### src/rtl/ultrasonic_echo.sv
// Echo pulse-width meter: synchronizes the sensor echo line and reports the
// high-time of the last completed pulse in prescaled ticks on `value`.
module ultrasonic_echo #(
    parameter int SYNC_STAGES = 2,
    parameter int TICK_DIV    = 1,
    parameter int WIDTH       = 16
) (
    input  logic             clk,
    input  logic             rst_n,
    input  logic             signal,
    output logic [WIDTH-1:0] value
);

    localparam int PW = (TICK_DIV > 1) ? $clog2(TICK_DIV) : 1;
    localparam logic [PW-1:0]    PRESC_MAX   = PW'(TICK_DIV - 1);
    // The rise cycle is the first prescaler phase, so value = floor(high cycles / TICK_DIV)
    localparam logic [PW-1:0]    PRESC_START = (TICK_DIV > 1) ? PW'(1) : '0;
    localparam logic [WIDTH-1:0] COUNT_START = (TICK_DIV == 1) ? WIDTH'(1) : '0;

    typedef enum logic {
        IDLE,
        MEASURE
    } state_t;

    state_t                 state_q, state_d;
    logic [SYNC_STAGES-1:0] sync_q, sync_d;
    logic                   s_d_q;
    logic [PW-1:0]          presc_q, presc_d;
    logic [WIDTH-1:0]       count_q, count_d;
    logic [WIDTH-1:0]       value_q, value_d;
    logic                   s;
    logic                   rise;
    logic                   tick;

    assign s     = sync_q[SYNC_STAGES-1];
    assign rise  = s & ~s_d_q;
    assign value = value_q;

    always_comb begin
        sync_d  = {sync_q[SYNC_STAGES-2:0], signal};
        state_d = state_q;
        presc_d = presc_q;
        count_d = count_q;
        value_d = value_q;
        tick    = (presc_q == PRESC_MAX);

        case (state_q)
            IDLE: begin
                if (rise) begin
                    count_d = COUNT_START;
                    presc_d = PRESC_START;
                    state_d = MEASURE;
                end
            end
            MEASURE: begin
                if (!s) begin
                    value_d = count_q;
                    state_d = IDLE;
                end else begin
                    presc_d = tick ? '0 : presc_q + 1'b1;
                    // Saturate rather than wrap on very long echoes
                    if (tick && (count_q != {WIDTH{1'b1}})) begin
                        count_d = count_q + 1'b1;
                    end
                end
            end
        endcase
    end

    always_ff @(posedge clk or negedge rst_n) begin
        if (!rst_n) begin
            state_q <= IDLE;
            sync_q  <= '0;
            s_d_q   <= 1'b0;
            presc_q <= '0;
            count_q <= '0;
            value_q <= '0;
        end else begin
            state_q <= state_d;
            sync_q  <= sync_d;
            s_d_q   <= s;
            presc_q <= presc_d;
            count_q <= count_d;
            value_q <= value_d;
        end
    end

endmodule

### config.mk
export PLATFORM = sky130hd
export DESIGN_NAME = ultrasonic_echo
export DESIGN_NICKNAME = d
export VERILOG_FILES = /design/src/rtl/ultrasonic_echo.sv
export SDC_FILE = /design/constraint.sdc
export NUM_CORES = 1
export LEC_CHECK = 0
export ABC_AREA = 0
export CAP_MARGIN = 25
export CORE_ASPECT_RATIO = 2
export CORE_UTILIZATION = 36
export DETAILED_ROUTE_END_ITERATION = 8
export PLACE_DENSITY_LB_ADDON = 0.15
export SLEW_MARGIN = 20
export SYNTH_ARGS = -nofsm -noshare
export SYNTH_HDL_FRONTEND = slang
export SYNTH_SLANG_ARGS = --single-unit
### constraint.sdc
create_clock -name clk -period 2 [get_ports clk]
set_clock_uncertainty 0.2 [all_clocks]
set_input_delay 0.4 -clock clk [delete_from_list [all_inputs] [get_ports clk]]
set_output_delay 0.4 -clock clk [all_outputs]
set_load 0.01 [all_outputs]
==> impl_metrics.toml, run 1 <==
[run_status]
outcome = "finished, final reports clean"

[floorplanning]
core_area_sq_um = 4380
placementRows = 34
start_util = 0.379
fp.dieArea_sq_um = 4900
fp.dieH_microns = 98.0
ioPinCount = 19
fp.dieW_microns = 50.0

[yosys]
synth.net_count = 156
synthArstFlopShare = 1.00
synth.top_cell.area_share = 0.543
yosysTopAreaCell = "dfrtp_1"
yosys-top-cells-area = "dfrtp_1 (54%), mux2_2 (10%), nand2_1 (4.5%)"
yosysWarnings = 0
synth_edf_count = 0
synthesis.area_sq_um = 1660
synthCells = 152
synth_seq_cells = 36
yosysSeqAreaShare = 0.543
synthFlopType = "dfrtp_1"
ys_types = 35
synth_area_per_cell_sq_um = 10.9

[power]
clockPowerShare = 0.341
vdd_drop_max_mv = 0.521
p_leak_nw = 0.963
power_w = 0.00151
switching_power_w = 0.000364
pwr-share-seq = 0.525
p_comb_frac = 0.134
p_per_area_nw_per_um2 = 696
p_int_w = 0.00114
p_sw_frac = 0.241

[worst_setup_path]
critPathTopFamily = "simple AND/OR/NAND/NOR gates"
critPathLaunchType = "flop"
endpoint_kind = "flop"
crit_path_cell_trace = "ha_2 -> nand4_4 -> nor4_4 -> buf_4 -> buf_6 -> or4b_1 -> o221ai_1"
cp_slowest_cell = "or4b_1"
worst_path_largest_cell_delay_ns = 0.53
crit_buf_inv = 2
crit_required_ns = 1.99
critical_path_arrival_ns = 1.97
critPathMaxFanout = 3
critPathKind = "reg -> reg"

[finish]
final_layout_size_suffix_gt1_frac = 0.286
syn_to_final_growth_pct = 30.4
instances_no_fill = 246
fin_area_sq_um = 2170
antenna_cells = 0
nets = 195

[place]
post-dp-hpwl_mm = 2.79
placed_cells = 233
place_congestion = 0.882
portBuffers = 18
dpl-instance-area_sq_um = 1990

[global_routing]
grt_max_degree = 37
overflow = 0
grt_pass1_wl_mm = 6.42
antenna_found_initial = 0
grtUsageTotal = 0.173
grt_pass1_vias = 1376

[sta]
fmax_mhz = 506
fin_crit_sh = 0.988
hold_violations = 0
rsz0062_at_grt = "yes"
setup_violations = 0
period_needed_ns = 1.98
worstMarginPinSlew_ns = 0.590
relSlewSlack = 0.604
maxSlewViolCount = 0
final.setup.tns_ns = 0

[clock_network]
cts_tree = "done"
path_clk_slew_ns = 0.07
numCtsBuffers = 5
cts_sinks = 36
clockBufferDepth = 2
clk_latency_ns = 0.28
cts-root-buf = "clkbuf_8"
ctsHtreeMaxLevel = 2
hold_buffers = 0

[detailed_routing]
vias = 1334
first_pass_iters = 4
drtIter0Drc = 46
ant_nets = 0
wl_mm = 3.84
wl_per_cell_microns = 15.6
via_per_inst = 5.42
drc_errors = 0

[worst_hold_path]
worst_hold_path_type = "reg -> reg"

[flow_run]
drv_cap = 0
-- cells in the mapped netlist (2+ instances only) --
library cell / count
nand2_1: 20
o21ai_0: 4
and3_1: 2
a21boi_0: 2
a41oi_1: 3
inv_1: 6
nand3_1: 7
buf_2: 2
mux2_2: 15
dfrtp_1: 36
or2_2: 3
o31ai_1: 2
nor2_1: 9
a31oi_1: 7
a21oi_1: 6
o21ai_1: 3
clkbuf_1: 2
or3_1: 2
o221ai_1: 2
o211ai_1: 2
nand4_1: 3
-- registers in the layout, summed over array words and instances, names as in the netlist --
signal,flops
s_d_q,1
value,16
sync_q,2
state_q,1
count_q,16
-- path summary, 6_finish.rpt --
kind / slack, ns / to / cells past startpoint / from
max in group asynchronous: 0.95 / value[8] / 2 / rst_n
worst min-delay path: 0.16 / sync_q[1] / 0 / sync_q[0]
worst max-delay path: 0.02 / count_q[11] / 7 / count_q[1]
worst max register to register: 0.02 / count_q[11] / 7 / count_q[1]
min in group asynchronous: 0.33 / count_q[12] / 2 / rst_n
worst min register to register: 0.16 / sync_q[1] / 0 / sync_q[0]
-- placed cells by master (no fill, tap or decap), types with 6 or more instances in the layout --
master	Yosys	final
dfrtp_1	36	36
nand2_1	20	20
clkdlybuf4s50_1	0	18
buf_4	0	18
mux2_2	15	15
nand3_1	7	7
inv_1	6	6
nor2_1	9	6
a31oi_1	7	6
clkbuf_8	0	6
-- power by group through the flow --
stage | logic, W | clock network (W) | registers (W)
after floorplan | 0.0000757 | 0 | 0.000813
after global placement | 0.000183 | 0 | 0.000803
after detailed placement | 0.000187 | 0 | 0.000805
after CTS | 0.000187 | 0.000537 | 0.000791
after global routing | 0.000222 | 0.000561 | 0.000797
final | 0.000202 | 0.000514 | 0.000792
-- area by class of cell --
| class | count | area [sq um] |
|---|---|---|
| Clock buffer | 8 | 90.1 |
| Fill cell | 406 | 2220 |
| Inverter | 6 | 22.5 |
| Multi-Input combinational cell | 104 | 747 |
| Sequential cell | 36 | 901 |
| Tap cell | 54 | 67.6 |
| Timing Repair Buffer | 38 | 338 |
-- per-stage QoR --
step                       util  setup slack, ns  hold slack, ns
after floorplan               -           0.0649         -0.0956
after global placement    0.453           0.0933           0.134
after detailed placement  0.453           0.0196           0.149
after CTS                 0.474           0.0957           0.164
after global routing      0.494          -0.0220           0.166
final                     0.494           0.0250           0.157
-- logic make-up after synthesis --
kind of cell | after synthesis | synth area share
AO/OA/AOI/OAI | 35 | 0.142
buffers and inverters | 12 | 0.0339
flip-flops | 36 | 0.543
adder cells (fa/ha/maj) | 1 | 0.00753
AND/OR/NAND/NOR | 53 | 0.173
multiplexers | 15 | 0.102
-- repair_timing --
item,in CTS,in global routing
setup buffers,0,5
resized for setup,0,12
pin swaps,1,4
endpoints found under the setup margin,1,9
-- metal layers --
metal / GRT usage / up-vias / routed length [microns]
li1: - / 625 / -
met1: 0.190 / 665 / 1490
met2: 0.308 / 34 / 2130
met3: 0.0280 / 10 / 109
met4: 0.0879 / 0 / 111
met5: 0 / - / 0
Note: power is estimated with default switching activity, not from simulation.
==> run 2: changes to the inputs <==
CORE_ASPECT_RATIO = 0.6   (was 2)
SETUP_SLACK_MARGIN = 0.2   (was unset)
==> run 2 against run 1 <==
Register-to-register slack improved by 0.13 ns. Setup slack improved by 0.13 ns. Global-route usage increased by 0.22 points. Hold slack got worse by 0.0044 ns. Total power increased by 13%. Clock power increased by 36%. Clock-buffer cell count decreased by 1. Via count increased by 4.9%. Wire length increased by 1.0%. Die area decreased by 0.15%. Utilization increased by 4.6 points. Sequential share of layout area decreased by 2.2 points.
==> impl_metrics.toml, run 2 (synthesis gave the netlist of run 1 again) <==
[sta]
fin_crit_sh = 0.922
relSlewSlack = 0.618
worstMarginPinSlew_ns = 0.569
maxSlewViolCount = 0
timing.hold.ws_ns = 0.153
fin_ws_ns = 0.156
fmax_mhz = 542
hold_violations = 0
final.setup.tns_ns = 0
setup_violations = 0
period_needed_ns = 1.84
rsz0062_at_grt = "yes"

[global_routing]
grtUsageTotal = 0.176
grt_pass1_vias = 1255
grt_max_degree = 37
busiest_layer = "met1"
antenna_found_initial = 0
grt_pass1_wl_mm = 6.13
gr-usage-met2 = 0.244
met1_usage = 0.260
met3_usage = 0.0468
overflow = 0

[worst_setup_path]
endpoint_kind = "flop"
crit_required_ns = 1.98
critPathLaunchType = "flop"
critPathTopFamily = "simple AND/OR/NAND/NOR gates"
critPathKind = "reg -> reg"
critPathMaxFanout = 7
crit_buf_inv = 1
cp_slowest_cell = "dfrtp_1"
worst_path_largest_cell_delay_ns = 0.41
crit_cells = 5
critical_path_arrival_ns = 1.82
crit_path_cell_trace = "nand4_1 -> nor4_4 -> buf_4 -> a21oi_4 -> mux2_2"
r2r_cells = 5

[clock_network]
cts_sinks = 36
path_clk_slew_ns = 0.07
cts-root-buf = "clkbuf_8"
ctsHtreeMaxLevel = 2
numCtsBuffers = 5
hold_buffers = 0
clockBufferDepth = 2
cts_tree = "done"
clk_latency_ns = 0.29

[power]
switching_power_w = 0.000394
pwr-share-seq = 0.464
p_comb_frac = 0.124
p_sw_frac = 0.232
clockPowerShare = 0.413
vdd_drop_max_mv = 0.333
p_int_w = 0.00130
p_per_area_nw_per_um2 = 738
p_leak_nw = 1.27

[finish]
layout_common_cells = "dfrtp_1 (32), buf_4 (23), nand2_1 (20)"
final_layout_size_suffix_gt1_frac = 0.343
antenna_cells = 0
final_common_cell = "dfrtp_1"
nets = 201
syn_to_final_growth_pct = 38.5

[run_status]
outcome = "finished, final reports clean"

[flow_run]
drv_cap = 0

[floorplanning]
fp.dieArea_sq_um = 4900
core_area_sq_um = 4260
ioPinCount = 19
fp.dieW_microns = 89.7
fp.dieH_microns = 54.6
start_util = 0.390
placementRows = 18

[detailed_routing]
drc_errors = 0
drtIter0Drc = 88
wl_mm = 3.88
via_per_inst = 5.42
vias = 1399
wl_per_cell_microns = 15.0
ant_nets = 0
first_pass_iters = 4

[place]
place_congestion = 0.940
portBuffers = 18
place_ws_ns = 0.0416
post-dp-hpwl_mm = 2.58

[worst_hold_path]
hold_depth = 0
worst_hold_path_type = "reg -> reg"
run 2: stage by stage:
stage,utilization,power (W),instance area (sq um),instances
after floorplan,-,0.000888,1660,152
after global placement,0.474,0.000988,2020,242
after detailed placement,0.474,0.000994,2020,242
after CTS,0.522,0.00172,2220,257
after global routing,0.540,0.00177,2300,258
final,0.540,0.00170,2300,258
run 2: final timing paths:
| check | from | to | slack [ns] |
|---|---|---|---|
| min | sync_q[0] | sync_q[1] | 0.15 |
| max | count_q[11] | count_q[0] | 0.16 |
| min reg2reg | sync_q[0] | sync_q[1] | 0.15 |
| min in group asynchronous | rst_n | value[9] | 0.32 |
| max reg2reg | count_q[11] | count_q[0] | 0.16 |
| max in group asynchronous | rst_n | count_q[4] | 0.94 |
run 2: repair_timing:
action,CTS,global route
buffers inserted,6,1
cloned,1,0
pin swaps,5,8
endpoints found under the setup margin,13,31
gates resized for setup,7,24
run 2: layout make-up:
cell class / count / area, sq um
inverter: 6 / 22.5
tap: 60 / 75.1
sequential: 36 / 906
clock inverter: 1 / 30.0
timing repair buffer: 43 / 413
clock buffer: 7 / 96.3
fill: 359 / 1960
multi-input combinational: 105 / 757
run 2: layer usage:
| layer | vias to the layer above | wire length (microns) | share of wire |
|---|---|---|---|
| met1 | 705 | 1910 | 0.49 |
| met5 | - | 0 | 0 |
| met2 | 43 | 1650 | 0.43 |
| met3 | 5 | 272 | 0.070 |
| met4 | 0 | 45 | 0.012 |
| li1 | 646 | - | - |
run 2: worst register-to-register path: stages, from the launching register on:
cell and delay (ns):
dfrtp_1 0.41, nand4_1 0.20, nor4_4 0.32, buf_4 0.21
a21oi_4 0.10, mux2_2 0.29
run 2: power by group through the flow:
stage          registers, W  clock network, W  logic (W)
4_1_cts            0.000788          0.000716   0.000212
3_3_place_gp       0.000800                 0   0.000188
3_5_place_dp       0.000802                 0   0.000192
5_1_grt            0.000792          0.000748   0.000230
6_report           0.000788          0.000701   0.000210
2_1_floorplan      0.000813                 0  0.0000757
==> run 3: changes to the inputs <==
CORE_UTILIZATION = 49   (was 36)
==> run 3 against run 2 <==
Total power decreased by 3.3%. Die area down 26%. Sequential share of layout area rose by 0.087 points. Critical endpoint is now count_q[11]. Via count decreased by 2.7%. Combinational power grew 12%. Utilization grew 22 points. Highest routed layer unchanged.
==> impl_metrics.toml, run 3 (synthesis gave the netlist of run 1 again) <==
[worst_setup_path]
crit_required_ns = 1.99
cp_slowest_cell = "dfrtp_1"
crit_buf_inv = 1
crit_path_cell_trace = "buf_6 -> nand4_1 -> nor3_4 -> and3_4 -> or4b_1 -> o221ai_1"
critPathMaxFanout = 2
worst_path_largest_cell_delay_ns = 0.42
critPathKind = "reg -> reg"
endpoint_kind = "flop"
critPathTopFamily = "simple AND/OR/NAND/NOR gates"
critical_path_arrival_ns = 1.81
critPathLaunchType = "flop"

[clock_network]
clk_latency_ns = 0.28
ctsHtreeMaxLevel = 2
cts_sinks = 36
numCtsBuffers = 5
cts_tree = "done"
cts-root-buf = "clkbuf_8"
clockBufferDepth = 2
path_clk_slew_ns = 0.07

[flow_run]
drv_cap = 0

[finish]
instances_no_fill = 240
nets = 201
final_layout_size_suffix_gt1_frac = 0.374
fin_util = 0.757
layout_common_cells = "dfrtp_1 (30), nand2_1 (20), buf_4 (19)"
antenna_cells = 0
syn_to_final_growth_pct = 38.6
final_common_cell = "dfrtp_1"

[detailed_routing]
first_pass_iters = 4
wl_mm = 3.83
wl_per_cell_microns = 16.0
ant_nets = 0
via_per_inst = 5.67
drtIter0Drc = 198
vias = 1361
wl_met2_mm = 1.69
routed.top_layer = "met4"
drc_errors = 0
met3_length_microns = 374
wl_met1_mm = 1.73

[sta]
hold_violations = 0
setup_violations = 0
fin_ws_ns = 0.175
fin_crit_sh = 0.912
worstMarginPinSlew_ns = 0.512
period_needed_ns = 1.82
rsz0062_at_grt = "yes"
fmax_mhz = 548
relSlewSlack = 0.656
maxSlewViolCount = 0
final.setup.tns_ns = 0

[place]
post-dp-hpwl_mm = 2.59
place_congestion = 0.856
place_ws_ns = 0.0326
portBuffers = 18
placed_cells = 223

[power]
vdd_drop_max_mv = 0.530
p_per_area_nw_per_um2 = 714
p_leak_nw = 1.15
power_w = 0.00164

[floorplanning]
placementRows = 15
fp.dieH_microns = 47.1
fp.dieW_microns = 77.2
fp.dieArea_sq_um = 3630
core_area_sq_um = 3040
start_util = 0.546
ioPinCount = 19

[global_routing]
grtUsageTotal = 0.233
grt_max_degree = 37
grt_pass1_wl_mm = 6.09
antenna_found_initial = 0
grt_pass1_vias = 1236
overflow = 0

[worst_hold_path]
worst_hold_path_type = "reg -> reg"

[run_status]
outcome = "finished, final reports clean"
run 3: cell types whose count changed in the layout (fill, tap and decap cells not counted), moves of 2 or more:
cell | previous run | this run
buf_4 | 23 | 19
clkdlybuf4s50_1 | 3 | 10
dlymetal6s2s_1 | 15 | 8
a41oi_2 | 0 | 2
dfrtp_2 | 4 | 6
dfrtp_1 | 32 | 30
buf_6 | 2 | 6
clkbuf_8 | 7 | 5
a41oi_1 | 3 | 1
run 3: worst paths after layout:
kind	slack, ns	startpoint	to	depth (start not counted)
max in group asynchronous	0.94	rst_n	count_q[6]	2
min in group asynchronous	0.32	rst_n	value[6]	2
worst max-delay path	0.18	count_q[1]	count_q[11]	6
worst max register to register	0.18	count_q[1]	count_q[11]	6
worst min register to register	0.16	sync_q[0]	sync_q[1]	0
worst min-delay path	0.16	sync_q[0]	sync_q[1]	0
run 3: through the flow:
step,hold WS [ns],cell area (sq um)
2_1_floorplan,-0.0956,1660
3_3_place_gp,0.139,1990
3_5_place_dp,0.148,1990
4_1_cts,0.164,2220
5_1_grt,0.181,2300
6_report,0.160,2300
run 3: repair_timing:
action | CTS | global route
cloned | 1 | 0
resized for setup | 15 | 22
hold buffers | 0 | 0
buffers inserted | 7 | 1
pin swaps | 4 | 4
setup endpoints to repair | 13 | 24
run 3: layer usage:
metal  vias up  GRT usage
met2        67      0.363
li1        641          -
met3         5     0.0757
met4         0     0.0792
met1       648      0.316
met5         -          0
run 3: area by class of cell:
type | count | area [sq um]
Inverter | 6 | 22.5
Tap cell | 42 | 52.6
Clock buffer | 6 | 72.6
Multi-Input combinational cell | 105 | 800
Timing Repair Buffer | 43 | 410
Clock inverter | 2 | 35.0
Sequential cell | 36 | 908
Fill cell | 191 | 739
run 3: power by group:
group          switching [W]  internal, W
registers          0.0000283     0.000764
logic               0.000115     0.000120
clock network       0.000246     0.000370
